$ cat config.mk
export PLATFORM = sky130hd
export DESIGN_NAME = mkmif_burst_core
export DESIGN_NICKNAME = d
export VERILOG_FILES = /design/src/rtl/mkmif_pkg.sv /design/src/rtl/mkmif_spi_byte.sv /design/src/rtl/mkmif_burst_core.sv
export SDC_FILE = /design/constraint.sdc
export NUM_CORES = 1
export LEC_CHECK = 0
export ABC_AREA = 1
export BUFFER_PORTS_ARGS = -buffer_cell sky130_fd_sc_hd__buf_2
export CAP_MARGIN = 5
export CORE_ASPECT_RATIO = 1.2
export CORE_MARGIN = 2
export CORE_UTILIZATION = 53
export DETAILED_ROUTE_END_ITERATION = 6
export GPL_TIMING_DRIVEN = 0
export HOLD_SLACK_MARGIN = 0.08
export PLACE_DENSITY = 0.76
export SYNTH_ARGS = -nofsm -noshare
export SYNTH_HDL_FRONTEND = slang
export SYNTH_HIERARCHICAL = 1
export SYNTH_SLANG_ARGS = --single-unit
$ cat constraint.sdc
create_clock -name clk -period 4.6 [get_ports clk]
set_clock_uncertainty 0.2 [all_clocks]
set_input_delay 0.69 -clock clk [delete_from_list [all_inputs] [get_ports clk]]
set_output_delay 0.69 -clock clk [all_outputs]
set_load 0.005 [all_outputs]
$ cat src/rtl/mkmif_pkg.sv
// Shared encodings for the MKMIF burst core: op codes, 23K SRAM command bytes, FSM states.
package mkmif_pkg;

    localparam logic [1:0] OP_READ    = 2'd0;
    localparam logic [1:0] OP_WRITE   = 2'd1;
    localparam logic [1:0] OP_ZEROISE = 2'd2;
    localparam logic [1:0] OP_RSVD    = 2'd3;

    localparam logic [7:0] CMD_READ         = 8'h03;
    localparam logic [7:0] CMD_WRITE        = 8'h02;
    localparam logic [7:0] CMD_WRMR         = 8'h01;
    localparam logic [7:0] SEQ_MODE_NO_HOLD = 8'h41;

    typedef enum logic [2:0] {
        StInit,
        StIdle,
        StCmd,
        StAddr,
        StData,
        StGap,
        StFinish
    } state_e;

    // A zero divisor would stall the shifter forever; treat it as the fastest rate.
    function automatic logic [15:0] eff_div(input logic [15:0] d);
        return (d == 16'd0) ? 16'd1 : d;
    endfunction

endpackage

$ cat src/rtl/mkmif_spi_byte.sv
// Byte-level SPI mode-0 shifter: owns SCLK timing, MSB-first shift out and sample in.
module mkmif_spi_byte
    import mkmif_pkg::*;
(
    input  logic        clk,
    input  logic        reset_n,
    input  logic        cs_en_i,
    input  logic        start_i,
    input  logic [7:0]  tx_byte_i,
    input  logic [15:0] divisor_i,
    input  logic        spi_do_i,
    output logic        sclk_o,
    output logic        cs_n_o,
    output logic        di_o,
    output logic        busy_o,
    output logic        byte_done_o,
    output logic [7:0]  rx_byte_o
);

    logic [15:0] div;
    logic [15:0] cnt_q;
    logic [2:0]  bit_q;
    logic [7:0]  sh_q;
    logic [7:0]  rx_q;
    logic        busy_q;
    logic        sclk_q;
    logic        di_q;
    logic        half_end;

    assign div      = eff_div(divisor_i);
    assign half_end = busy_q && (cnt_q >= div - 16'd1);

    // Asserted in the last clk of the byte so the core can chain the next start seamlessly.
    assign byte_done_o = half_end && sclk_q && (bit_q == 3'd7);

    always_ff @(posedge clk or negedge reset_n) begin
        if (!reset_n) begin
            cnt_q  <= '0;
            bit_q  <= '0;
            sh_q   <= '0;
            rx_q   <= '0;
            busy_q <= 1'b0;
            sclk_q <= 1'b0;
            di_q   <= 1'b0;
        end else if (start_i) begin
            cnt_q  <= '0;
            bit_q  <= '0;
            sh_q   <= tx_byte_i;
            di_q   <= tx_byte_i[7];
            busy_q <= 1'b1;
            sclk_q <= 1'b0;
        end else if (busy_q) begin
            if (half_end) begin
                cnt_q  <= '0;
                sclk_q <= ~sclk_q;
                if (!sclk_q) begin
                    rx_q <= {rx_q[6:0], spi_do_i};
                end else begin
                    bit_q <= bit_q + 3'd1;
                    sh_q  <= {sh_q[6:0], 1'b0};
                    di_q  <= sh_q[6];
                    if (bit_q == 3'd7) begin
                        busy_q <= 1'b0;
                    end
                end
            end else begin
                cnt_q <= cnt_q + 16'd1;
            end
        end
    end

    assign sclk_o    = sclk_q;
    assign cs_n_o    = ~cs_en_i;
    assign di_o      = di_q;
    assign busy_o    = busy_q;
    assign rx_byte_o = rx_q;

endmodule

$ cat src/rtl/mkmif_burst_core.sv
// MKMIF burst core: sequences INIT, CMD, ADDR and DATA bytes for a 23K serial SRAM in
// sequential mode, with streaming write/read words and a zero-fill operation.
module mkmif_burst_core
    import mkmif_pkg::*;
#(
    parameter int unsigned DATA_BYTES = 4,
    parameter int unsigned ADDR_WIDTH = 16,
    parameter int unsigned LEN_WIDTH  = 8
) (
    input  logic                    clk,
    input  logic                    reset_n,
    output logic                    spi_sclk,
    output logic                    spi_cs_n,
    input  logic                    spi_do,
    output logic                    spi_di,
    input  logic [15:0]             sclk_div,
    input  logic                    op_valid,
    output logic                    op_ready,
    input  logic [1:0]              op,
    input  logic [ADDR_WIDTH-1:0]   addr,
    input  logic [LEN_WIDTH-1:0]    len,
    input  logic                    wr_valid,
    output logic                    wr_ready,
    input  logic [8*DATA_BYTES-1:0] wr_data,
    output logic                    rd_valid,
    output logic [8*DATA_BYTES-1:0] rd_data,
    output logic                    done,
    output logic                    error
);

    localparam int unsigned DW = 8 * DATA_BYTES;
    localparam int unsigned AB = ADDR_WIDTH / 8;

    state_e                state_q, state_d;
    logic [1:0]            op_q, op_d;
    logic [ADDR_WIDTH-1:0] addr_q, addr_d;
    logic [LEN_WIDTH-1:0]  words_q, words_d;
    logic [2:0]            idx_q, idx_d;
    logic [2:0]            rx_cnt_q, rx_cnt_d;
    logic [16:0]           gap_q, gap_d;
    logic [DW-1:0]         tx_word_q, tx_word_d;
    logic [DW-1:0]         rx_acc_q, rx_acc_d;
    logic [DW-1:0]         rd_data_q, rd_data_d;
    logic                  cs_q, cs_d;
    logic                  err_q, err_d;
    logic                  init_q, init_d;
    logic                  data_byte_q, data_byte_d;
    logic                  rd_valid_q, rd_valid_d;

    logic          start;
    logic [7:0]    tx_byte;
    logic          busy;
    logic          byte_done;
    logic [7:0]    rx_byte;
    logic          launch;
    logic          wr_take;
    logic [DW-1:0] rx_next;
    logic [16:0]   gap_last;

    mkmif_spi_byte u_spi_byte (
        .clk         (clk),
        .reset_n     (reset_n),
        .cs_en_i     (cs_q),
        .start_i     (start),
        .tx_byte_i   (tx_byte),
        .divisor_i   (sclk_div),
        .spi_do_i    (spi_do),
        .sclk_o      (spi_sclk),
        .cs_n_o      (spi_cs_n),
        .di_o        (spi_di),
        .busy_o      (busy),
        .byte_done_o (byte_done),
        .rx_byte_o   (rx_byte)
    );

    // Next byte may go out when the shifter is idle or finishing its current byte.
    assign launch   = cs_q && (!busy || byte_done);
    assign rx_next  = (rx_acc_q << 8) | DW'(rx_byte);
    assign gap_last = {eff_div(sclk_div), 1'b0} - 17'd1;

    always_comb begin
        state_d     = state_q;
        op_d        = op_q;
        addr_d      = addr_q;
        words_d     = words_q;
        idx_d       = idx_q;
        rx_cnt_d    = rx_cnt_q;
        gap_d       = gap_q;
        tx_word_d   = tx_word_q;
        rx_acc_d    = rx_acc_q;
        rd_data_d   = rd_data_q;
        cs_d        = cs_q;
        err_d       = err_q;
        init_d      = init_q;
        data_byte_d = data_byte_q;
        rd_valid_d  = 1'b0;
        start       = 1'b0;
        tx_byte     = 8'h00;
        wr_take     = 1'b0;

        if (byte_done && data_byte_q && (op_q == OP_READ)) begin
            if (rx_cnt_q == 3'(DATA_BYTES - 1)) begin
                rd_data_d  = rx_next;
                rd_valid_d = 1'b1;
                rx_cnt_d   = '0;
            end else begin
                rx_acc_d = rx_next;
                rx_cnt_d = rx_cnt_q + 3'd1;
            end
        end

        unique case (state_q)
            StInit: begin
                if (!cs_q) begin
                    cs_d = 1'b1;
                end else if (launch) begin
                    if (idx_q == 3'd0) begin
                        start   = 1'b1;
                        tx_byte = CMD_WRMR;
                        idx_d   = 3'd1;
                    end else if (idx_q == 3'd1) begin
                        start   = 1'b1;
                        tx_byte = SEQ_MODE_NO_HOLD;
                        idx_d   = 3'd2;
                    end else begin
                        cs_d    = 1'b0;
                        gap_d   = '0;
                        init_d  = 1'b1;
                        state_d = StGap;
                    end
                end
            end
            StIdle: begin
                if (op_valid) begin
                    op_d     = op;
                    addr_d   = addr;
                    words_d  = len;
                    idx_d    = '0;
                    rx_cnt_d = '0;
                    rx_acc_d = '0;
                    if ((len == '0) || (op == OP_RSVD)) begin
                        err_d   = 1'b1;
                        state_d = StFinish;
                    end else begin
                        err_d   = 1'b0;
                        cs_d    = 1'b1;
                        state_d = StCmd;
                    end
                end
            end
            StCmd: begin
                if (launch) begin
                    start   = 1'b1;
                    tx_byte = (op_q == OP_READ) ? CMD_READ : CMD_WRITE;
                    idx_d   = '0;
                    state_d = StAddr;
                end
            end
            StAddr: begin
                if (launch) begin
                    start   = 1'b1;
                    tx_byte = 8'(addr_q >> (8 * (AB - 1 - 32'(idx_q))));
                    if (idx_q == 3'(AB - 1)) begin
                        idx_d   = '0;
                        state_d = StData;
                    end else begin
                        idx_d = idx_q + 3'd1;
                    end
                end
            end
            StData: begin
                if (launch) begin
                    if (words_q == '0) begin
                        cs_d    = 1'b0;
                        gap_d   = '0;
                        state_d = StGap;
                    end else begin
                        if (idx_q != 3'd0) begin
                            start     = 1'b1;
                            tx_byte   = tx_word_q[DW-1 -: 8];
                            tx_word_d = tx_word_q << 8;
                        end else if (op_q == OP_WRITE) begin
                            // Without a word the core holds CS low with SCLK parked.
                            if (wr_valid) begin
                                wr_take   = 1'b1;
                                start     = 1'b1;
                                tx_byte   = wr_data[DW-1 -: 8];
                                tx_word_d = wr_data << 8;
                            end
                        end else begin
                            start     = 1'b1;
                            tx_word_d = '0;
                        end
                        if (start) begin
                            if (idx_q == 3'(DATA_BYTES - 1)) begin
                                idx_d   = '0;
                                words_d = words_q - 1'b1;
                            end else begin
                                idx_d = idx_q + 3'd1;
                            end
                        end
                    end
                end
            end
            StGap: begin
                if (gap_q >= gap_last) begin
                    init_d  = 1'b0;
                    state_d = init_q ? StIdle : StFinish;
                end else begin
                    gap_d = gap_q + 17'd1;
                end
            end
            StFinish: begin
                err_d   = 1'b0;
                state_d = StIdle;
            end
            default: state_d = StInit;
        endcase

        if (start) begin
            data_byte_d = (state_q == StData);
        end
    end

    always_ff @(posedge clk or negedge reset_n) begin
        if (!reset_n) begin
            state_q     <= StInit;
            op_q        <= OP_READ;
            addr_q      <= '0;
            words_q     <= '0;
            idx_q       <= '0;
            rx_cnt_q    <= '0;
            gap_q       <= '0;
            tx_word_q   <= '0;
            rx_acc_q    <= '0;
            rd_data_q   <= '0;
            cs_q        <= 1'b0;
            err_q       <= 1'b0;
            init_q      <= 1'b0;
            data_byte_q <= 1'b0;
            rd_valid_q  <= 1'b0;
        end else begin
            state_q     <= state_d;
            op_q        <= op_d;
            addr_q      <= addr_d;
            words_q     <= words_d;
            idx_q       <= idx_d;
            rx_cnt_q    <= rx_cnt_d;
            gap_q       <= gap_d;
            tx_word_q   <= tx_word_d;
            rx_acc_q    <= rx_acc_d;
            rd_data_q   <= rd_data_d;
            cs_q        <= cs_d;
            err_q       <= err_d;
            init_q      <= init_d;
            data_byte_q <= data_byte_d;
            rd_valid_q  <= rd_valid_d;
        end
    end

    assign op_ready = (state_q == StIdle);
    assign done     = (state_q == StFinish);
    assign error    = done && err_q;
    assign wr_ready = wr_take;
    assign rd_valid = rd_valid_q;
    assign rd_data  = rd_data_q;

endmodule

Word-level counts from Yosys, hierarchy flattened
Cells that the tools add are included.
{"block": "totals", "register_bits": 190}
{"block": "classes", "shift": 1, "reduce_logical": 40, "eq_ne": 30, "bitwise": 5, "n_addsub": 9, "n_lt_le_gt_ge": 2, "mux": 126}
{"op": "$mux 32", "n": 7}
{"op": "$mux 17", "n": 7}
{"op": "$mux 3", "n": 33}
{"op": "$mux 8", "n": 11}
{"op": "$mux 16", "n": 4}
{"op": "$mux 7", "n": 8}
{"op": "$pmux 17 s3", "n": 1}
{"op": "$mux 1", "n": 46}
{"op": "$or 32x8->32", "n": 1}
{"op": "$pmux 8 s4", "n": 1}
{"op": "$shr 16x32->8", "n": 1}
{"op": "$ne 2x2->1 const B", "n": 15}
{"op": "$pmux 3 s7", "n": 1}
{"op": "$add 17x1->17 const B", "n": 1}
{"op": "$ge 17x17->1", "n": 1}
{"op": "$sub 17x1->17 const B", "n": 1}
{"op": "$add 16x1->16 const B", "n": 1}
{"op": "$ge 16x16->1", "n": 1}
{"op": "$logic_not 16->1", "n": 1}
{"op": "$logic_not 8->1", "n": 2}
{"op": "$pmux 8 s2", "n": 1}
{"op": "$sub 16x1->16 const B", "n": 1}
{"op": "$pmux 3 s5", "n": 1}
{"op": "$eq 3x2->1 const B", "n": 4}
{"op": "30 further kinds", "n": 62}

Longest topological paths before layout
Gate-level depths: netlist of run 1.
{"block": "logic_depth", "depth_word": 16, "depth_mapped": 36, "depth_no_buf": 35}

By module
Netlist of run 1, hierarchy kept.
{"mod": "mkmif_burst_core", "area_each_um2": 7479.7, "seq_area_each_um2": 3428.3, "instances": 1, "cells_per_inst": 980}
{"mod": "mkmif_spi_byte", "area_each_um2": 2587.5, "seq_area_each_um2": 925.9, "instances": 1, "cells_per_inst": 349}

Worst setup path after synthesis of run 1
Ideal clock, no wire load.
{"block": "synth_path", "path_type": "input-to-reg", "from": "input sclk_div[12]", "to": "register u_spi_byte.cnt_q[13]", "t_arrival_ps": 4558, "path_stages": 34, "setup_time_ps": 119, "t_required_ps": 4281, "slack_ps": -276, "path_buffers": 1, "path_cell_list": "inv_1 nand2_1 nor3_1 nand3_2 nand2_1 inv_1 ha_1 nand3_1 nor2_1 nand3_1 nor2_1 xor2_1 inv_1 ha_1 nand2_1 nor3_1 nand2_1 nand2_2 nand4_1 inv_1 inv_1 a21oi_2 nand3_2 inv_2 nand2_2 buf_2 nand2_1 nor2_4 nor3_4 nand2_2 nor2_4 nand3_1 xor2_1 nor2_2"}
{"block": "synth_via", "elab_chain_cells": 13, "word_cells_on_any_way": 18, "classes_between": "1 x add/sub; 1 x order compare; 9 x mux; 7 x reduce/logical"}
{"item": "start, declared", "line_no": "mkmif_burst_core.sv:16", "text": "input logic [15:0] sclk_div,"}
{"item": "$logic_not 16->1", "line_no": "mkmif_pkg.sv:26", "text": "return (d == 16'd0) ? 16'd1 : d;"}
{"item": "$mux 16 *", "line_no": "mkmif_pkg.sv:26"}
{"item": "$sub 16x1->16 *", "line_no": "mkmif_spi_byte.sv:31", "text": "assign half_end = busy_q && (cnt_q >= div - 16'd1);"}
{"item": "$ge 16x16->1 *", "line_no": "mkmif_spi_byte.sv:31"}
{"item": "$logic_and 1x1->1 *", "line_no": "mkmif_spi_byte.sv:31"}
{"item": "$logic_and 1x1->1 * (2 in a row)", "line_no": "mkmif_spi_byte.sv:34", "text": "assign byte_done_o = half_end && sclk_q && (bit_q == 3'd7);"}
{"item": "named net byte_done", "line_no": "mkmif_burst_core.sv:53", "text": "logic byte_done;"}
{"item": "$logic_or 1x1->1 *", "line_no": "mkmif_burst_core.sv:77", "text": "assign launch = cs_q && (!busy || byte_done);"}
{"item": "$logic_and 1x1->1 *", "line_no": "mkmif_burst_core.sv:77"}
{"item": "$mux 1", "line_no": "mkmif_burst_core.sv:116", "text": "end else if (launch) begin"}
{"item": "$mux 1", "line_no": "mkmif_burst_core.sv:114", "text": "if (!cs_q) begin"}
{"item": "$pmux 1 s3 *", "line_no": "mkmif_burst_core.sv:112", "text": "unique case (state_q)"}
{"item": "named net start", "line_no": "mkmif_burst_core.sv:50", "text": "logic start;"}
{"item": "$mux 16 / $reduce_bool 2->1 (equally long branches)"}
{"item": "end signal, assigned", "line_no": "mkmif_spi_byte.sv:67", "text": "cnt_q <= cnt_q + 16'd1;"}
{"item": "end, declared", "line_no": "mkmif_spi_byte.sv:21", "text": "logic [15:0] cnt_q;"}
Mark *: on every way through the listed nets, which the timed path passes. The rest lies on a longest branch. The select of a mux whose other input is x is not followed.
A chain may end at the register's enable or synchronous reset.

Worst setup path after layout of run 1
{"block": "layout_path", "from": "input sclk_div[5]", "to": "register u_spi_byte.cnt_q[11]"}
The elaborated chain is that of the path after synthesis.

==> results of run 1 <==
cell families (layout without fill, tap and decap cells):
group                      after synthesis  after routing  share of synthesized area [%]
adders and majority gates               45             45                           5.59
and+or+nand+nor                        732            732                           31.4
buffers and inverters                  166            376                           6.81
xor gates and xnor gates                40             40                           3.48
AOI/OAI and AO/OA                      171            171                           9.40
muxes                                    1              1                         0.0994
DFF                                    174            174                           43.3
metal layers:
metal / share of wire (%) / up-vias
li1: - / 4691
met4: 2.9 / 0
met3: 4.2 / 59
met2: 49 / 272
met5: 0 / -
met1: 43 / 4416
power breakdown:
| group | switching [mW] | leakage [nW] | internal (mW) |
|---|---|---|---|
| sequential | 0.0485 | 2.34 | 1.57 |
| clock | 0.714 | 0.304 | 0.795 |
| combinational | 0.213 | 3.88 | 0.162 |
cells in the final DEF, fill, tap and decap left out, types with 16 or more instances in the layout:
cell type | synthesis | final
nand2_1 | 444 | 436
dfrtp_1 | 174 | 174
buf_2 | 14 | 116
inv_1 | 111 | 103
nor2_1 | 106 | 96
nand3_1 | 80 | 77
buf_4 | 4 | 61
o21ai_0 | 49 | 48
a21oi_1 | 48 | 46
ha_1 | 45 | 43
o21ai_1 | 38 | 38
xor2_1 | 29 | 28
nand2_2 | 14 | 19
nor3_1 | 22 | 18
inv_2 | 14 | 18
clkbuf_16 | 0 | 17
a22oi_1 | 16 | 16
state kept, by name, indices dropped and copies added (netlist names), 7 cells and up:
| signal | count |
|---|---|
| rd_data | 32 |
| rx_acc_q | 24 |
| tx_word_q | 24 |
| gap_q | 17 |
| addr_q | 16 |
| u_spi_byte/cnt_q | 16 |
| u_spi_byte/rx_byte_o | 8 |
| words_q | 8 |
| u_spi_byte/sh_q | 7 |
worst register-to-register path, cell delays in order (launching register included):
cell	delay (ps)
dfrtp_1	430
ha_1	340
nand4_1	140
nor3_4	220
nand2_1	80
nand2_2	80
nand4_1	150
inv_2	110
inv_2	50
a21oi_4	200
buf_6	150
clkinvlp_4	160
a21oi_4	180
nor2_4	80
nand2_8	80
nor2_4	60
nor3_4	220
nand2_2	110
nor2_4	150
buf_6	110
xor2_1	130
nor2_1	50
worst paths after layout:
| check | cells past startpoint | slack [ps] | endpoint | start |
|---|---|---|---|---|
| worst max-delay path | 33 | -40 | u_spi_byte/cnt_q[11]$_DFFE_PN0P_ | sclk_div[5] |
| worst min-delay path | 3 | 250 | tx_word_q[15]$_DFFE_PN0P_ | wr_data[7] |
| worst max register to register | 21 | 1010 | u_spi_byte/cnt_q[11]$_DFFE_PN0P_ | u_spi_byte/cnt_q[11]$_DFFE_PN0P_ |
| worst min register to register | 2 | 280 | addr_q[0]$_DFFE_PN0P_ | addr_q[0]$_DFFE_PN0P_ |
| max in group asynchronous | 3 | 2660 | u_spi_byte/cnt_q[5]$_DFFE_PN0P_ | reset_n |
| min in group asynchronous | 2 | 560 | gap_q[14]$_DFFE_PN0P_ | reset_n |
layout make-up:
type | instances | area, µm²
clock inverter | 15 | 211
inverter | 127 | 490
fill | 1587 | 6190
multi-input combinational | 989 | 5280
clock buffer | 17 | 425
buffer | 37 | 208
sequential | 174 | 4350
timing repair buffer | 180 | 1240
tap | 256 | 320
what timing repair did:
action | in CTS | in global routing
setup endpoints to repair | 37 | 37
hold buffers | 1 | 0
pin swaps | 24 | 36
hold endpoints to repair | 50 | 0
buffers inserted | 26 | 35
gates resized for setup | 52 | 49
==> results.json, run 1 <==
{
  "status": "finished, violations left",
  "violations": "negative setup slack",
  "fmax_ghz": 0.215,
  "finalSetupViolations": 2,
  "start_util_pct": 53.8,
  "drive_gt1_share_pct": 22.1,
  "clk_path_buf_depth": 2,
  "crit_fanout": 8,
  "synth.avg_cell_area_um2": 7.57,
  "pin_count": 119,
  "die_y_um": 155,
  "synth_most_common_cell": "nand2_1",
  "cp.required_ps": 4730,
  "cts.sinks": 174,
  "relSlewSlack_pct": 55.1,
  "endpoint_kind": "flip-flop",
  "syn2layout_area_growth_pct": 24.5,
  "yosysTopAreaCell": "dfrtp_1",
  "antenna_found_initial": 0,
  "dieArea_um2": 20100,
  "finalCritPeriodShare_pct": 101,
  "hold_class": "input pin to flip-flop",
  "ir_worst_vdd_uv": 238,
  "via_count": 9438,
  "clk_latency_ps": 440,
  "drt-pass1-iter-count": 7,
  "critPathTopFamily": "simple AND/OR/NAND/NOR gates",
  "timing.setup.tns_ps": -81.2,
  "rsz0062_at_grt": "true",
  "syn_nets": 1453,
  "h-tree-depth": 4,
  "ys_seq_elements": 174,
  "critPathArrivalTime_ps": 4770,
  "worstMarginPinSlew_ps": 673,
  "cts_buffers": 17,
  "clkTransAtPathRegs_ps": 80,
  "via_per_inst": 5.26,
  "p_per_area_nw_per_um2": 280,
  "path_class": "input pin to flip-flop",
  "ys_top_cells_by_count": "444 x nand2_1, 174 x dfrtp_1, 111 x inv_1",
  "synth_cell_type_count": 40,
  "cts_tree": "built",
  "ys_seq_area_share_pct": 43.3,
  "synth_edf_count": 0,
  "dp_slack_ps": -997,
  "slowest_stage": "ha_1",
  "fin_area_um2": 12500,
  "core_region_area_um2": 18700,
  "grt.busiest_layer": "met2",
  "die_x_um": 130,
  "cts_root_buf": "clkbuf_16",
  "std_cell_rows": 55,
  "synthArstFlopShare_pct": 100,
  "slowest_delay_ps": 280,
  "io_buffers": 118,
  "hold_viol": 0,
  "dpl_cell_area_um2": 11100,
  "grt_util_met3_pct": 3.61,
  "synth_cells": 1329,
  "final_util_pct": 66.9,
  "fin_hold_ws_ps": 246,
  "synth.area.top_cells": "dfrtp_1 43%, nand2_1 17%, ha_1 5.6%, inv_1 4.1%, nand3_1 4.0%",
  "post-dp-hpwl_mm": 17.2,
  "wl_per_cell_um": 14.6,
  "drc": 0,
  "grt_max_degree": 125,
  "max_cap_viol_count": 0,
  "path_common_cell": "nor2_4",
  "placed_cells": 1704,
  "grt_pass1_vias": 8982,
  "grtUsageMet1_pct": 33.7,
  "gr-total-overflow": 0,
  "grt_usage_pct": 25.6,
  "postRouteAntennaNets": 0,
  "start_kind": "input pin",
  "fin_crit_ps": 4640,
  "drv_slew": 0,
  "grt_pass1_wl_mm": 41.6,
  "p_leak_nw": 6.52,
  "drtIter0Drc": 641,
  "grt_use_met2_pct": 42.5,
  "syn-cell-area_um2": 10100,
  "ys.flop_type": "dfrtp_1",
  "gp_congestion": 0.922,
  "layoutNonFillerInstCount": 1795,
  "final_nets": 1650,
  "total_power_mw": 3.50,
  "path_buf_inv": 8,
  "diodes": 0,
  "wl_mm": 26.1,
  "yosys_warnings": 6,
  "synth_top_area_share_pct": 43.3,
  "setup_slack_ps": -41.1
}
No activity file was read; power rests on OpenSTA's default activity.
==> run 2: changes to the inputs <==
CELL_PAD_IN_SITES_DETAIL_PLACEMENT = 0   (was default)
CELL_PAD_IN_SITES_GLOBAL_PLACEMENT = 1   (was default)
CORE_UTILIZATION = 39   (was 53)
GPL_TIMING_DRIVEN = default   (was 0)
PLACE_DENSITY = default   (was 0.76)
PLACE_DENSITY_LB_ADDON = 0.1   (was default)
==> run 2 against run 1 <==
Effect of this change:
- the run now ends clean
- die area increased by 35%
- critical path depth down 8
- sequential share of layout area grew 0.75 points
- highest routed layer unchanged
- power grew 0.27%
- maximum frequency rose by 5.8%
- largest power group unchanged
==> results.json, run 2 (same netlist as run 1, synthesis figures left out) <==
{
  "total_power_mw": 3.51,
  "io_buffers": 118,
  "final_nets": 1621,
  "finalSetupViolations": 0,
  "hold_viol": 0,
  "std_cell_rows": 64,
  "slowest_delay_ps": 290,
  "timing.setup.tns_ps": 0,
  "die_y_um": 180,
  "diodes": 0,
  "die_x_um": 151,
  "via_count": 8932,
  "drtIter0Drc": 395,
  "hold_buffers": 0,
  "path_buf_inv": 7,
  "cts.sinks": 174,
  "grt_pass1_wl_mm": 43.5,
  "drc": 0,
  "grt_pass1_vias": 8703,
  "post-dp-hpwl_mm": 19.1,
  "placed_cells": 1801,
  "start_kind": "input pin",
  "fin_area_um2": 12300,
  "grt_usage_pct": 19.9,
  "dpl_cell_area_um2": 11400,
  "critPathArrivalTime_ps": 3500,
  "cts_root_buf": "clkbuf_16",
  "dieArea_um2": 27100,
  "start_util_pct": 39.5,
  "finalCritPeriodShare_pct": 95.4,
  "slowest_stage": "ha_1",
  "drt-pass1-iter-count": 5,
  "gp_congestion": 0.839,
  "largest_reg_flops": 32,
  "clk_path_buf_depth": 2,
  "antenna_found_initial": 0,
  "p_leak_nw": 6.40,
  "drv_slew": 0,
  "wl_per_cell_um": 14.2,
  "r2r-start": "u_spi_byte/cnt_q[5]$_DFFE_PN0P_",
  "nFillCells": 2659,
  "fmax_ghz": 0.228,
  "cp.depth": 25,
  "crit_fanout": 4,
  "cp-startpoint": "sclk_div[12]",
  "path_class": "input pin to output pin",
  "core_region_area_um2": 25500,
  "syn2layout_area_growth_pct": 21.8,
  "h-tree-depth": 4,
  "postRouteAntennaNets": 0,
  "p_per_area_nw_per_um2": 286,
  "gr-total-overflow": 0,
  "r2r_setup_slack_ps": 1240,
  "mostFrequentLayoutCell": "nand2_1",
  "status": "complete, no violations",
  "ir_worst_vdd_uv": 225,
  "drive_gt1_share_pct": 20.9,
  "r2r-end": "u_spi_byte/cnt_q[13]$_DFFE_PN0P_",
  "hold_class": "input pin to asynchronous set/reset pin",
  "clk_latency_ps": 430,
  "cp.required_ps": 3710,
  "cts_tree": "built",
  "endpoint_kind": "output pin",
  "max_cap_viol_count": 0,
  "r2r_cells": 25,
  "wl_mm": 26.1,
  "layoutNonFillerInstCount": 1840,
  "grt_max_degree": 100,
  "fin_hold_ws_ps": 110,
  "rsz0062_at_grt": "true",
  "relSlewSlack_pct": 33.0,
  "fin_crit_ps": 4390,
  "worstMarginPinSlew_ps": 1000,
  "via_per_inst": 4.85,
  "layout_common_cells": "436 x nand2_1, 174 x dfrtp_1, 110 x buf_2, 105 x inv_1, 98 x nor2_1",
  "clkTransAtPathRegs_ps": 80,
  "cts_buffers": 17,
  "critPathTopFamily": "simple AND/OR/NAND/NOR gates",
  "pin_count": 119
}
run 2: where the power goes:
group | internal (mW) | switching (mW) | total, mW
combinational | 0.155 | 0.208 | 0.363
sequential | 1.57 | 0.0487 | 1.62
clock | 0.797 | 0.733 | 1.53
total | 2.52 | 0.990 | 3.51
run 2: layer usage:
layer / vias to the layer above / GRT usage (%) / wire length (µm)
li1: 4622 / - / -
met2: 144 / 33.0 / 12700
met1: 4134 / 27.1 / 12300
met3: 32 / 2.21 / 725
met4: 0 / 6.50 / 465
met5: - / 0 / 0
run 2: stage by stage:
| stage | util, % | setup slack (ps) |
|---|---|---|
| 2_1_floorplan | - | 18.7 |
| 3_3_place_gp | 44.9 | -78.3 |
| 3_5_place_dp | 44.9 | -144 |
| 4_1_cts | 47.4 | 10.3 |
| 5_1_grt | 48.2 | -27.8 |
| 6_report | 48.2 | 213 |
run 2: worst max-delay path by stage:
stage | endpoint | slack, ps
2_1_floorplan | u_spi_byte/cnt_q[13]$_DFFE_PN0P_ | 20
3_3_place_gp | wr_ready | -80
3_5_place_dp | u_spi_byte/cnt_q[10]$_DFFE_PN0P_ | -140
4_1_cts | wr_ready | 10
5_1_grt | wr_ready | -30
6_report | wr_ready | 210
run 2: repair_timing:
action / CTS / global route
buffers inserted: 0 / 7
pin swaps: 2 / 29
endpoints found under the setup margin: 1 / 24
resized for setup: 3 / 41
run 2: area by class of cell:
type | instances | area, µm² | share of cell area, %
Inverter | 127 | 484 | 3.95
Multi-Input combinational cell | 989 | 5170 | 42.2
Clock inverter | 15 | 213 | 1.73
Sequential cell | 174 | 4350 | 35.5
Timing Repair Buffer | 188 | 1200 | 9.80
Tap cell | 330 | 413 | 3.37
Clock buffer | 17 | 425 | 3.47
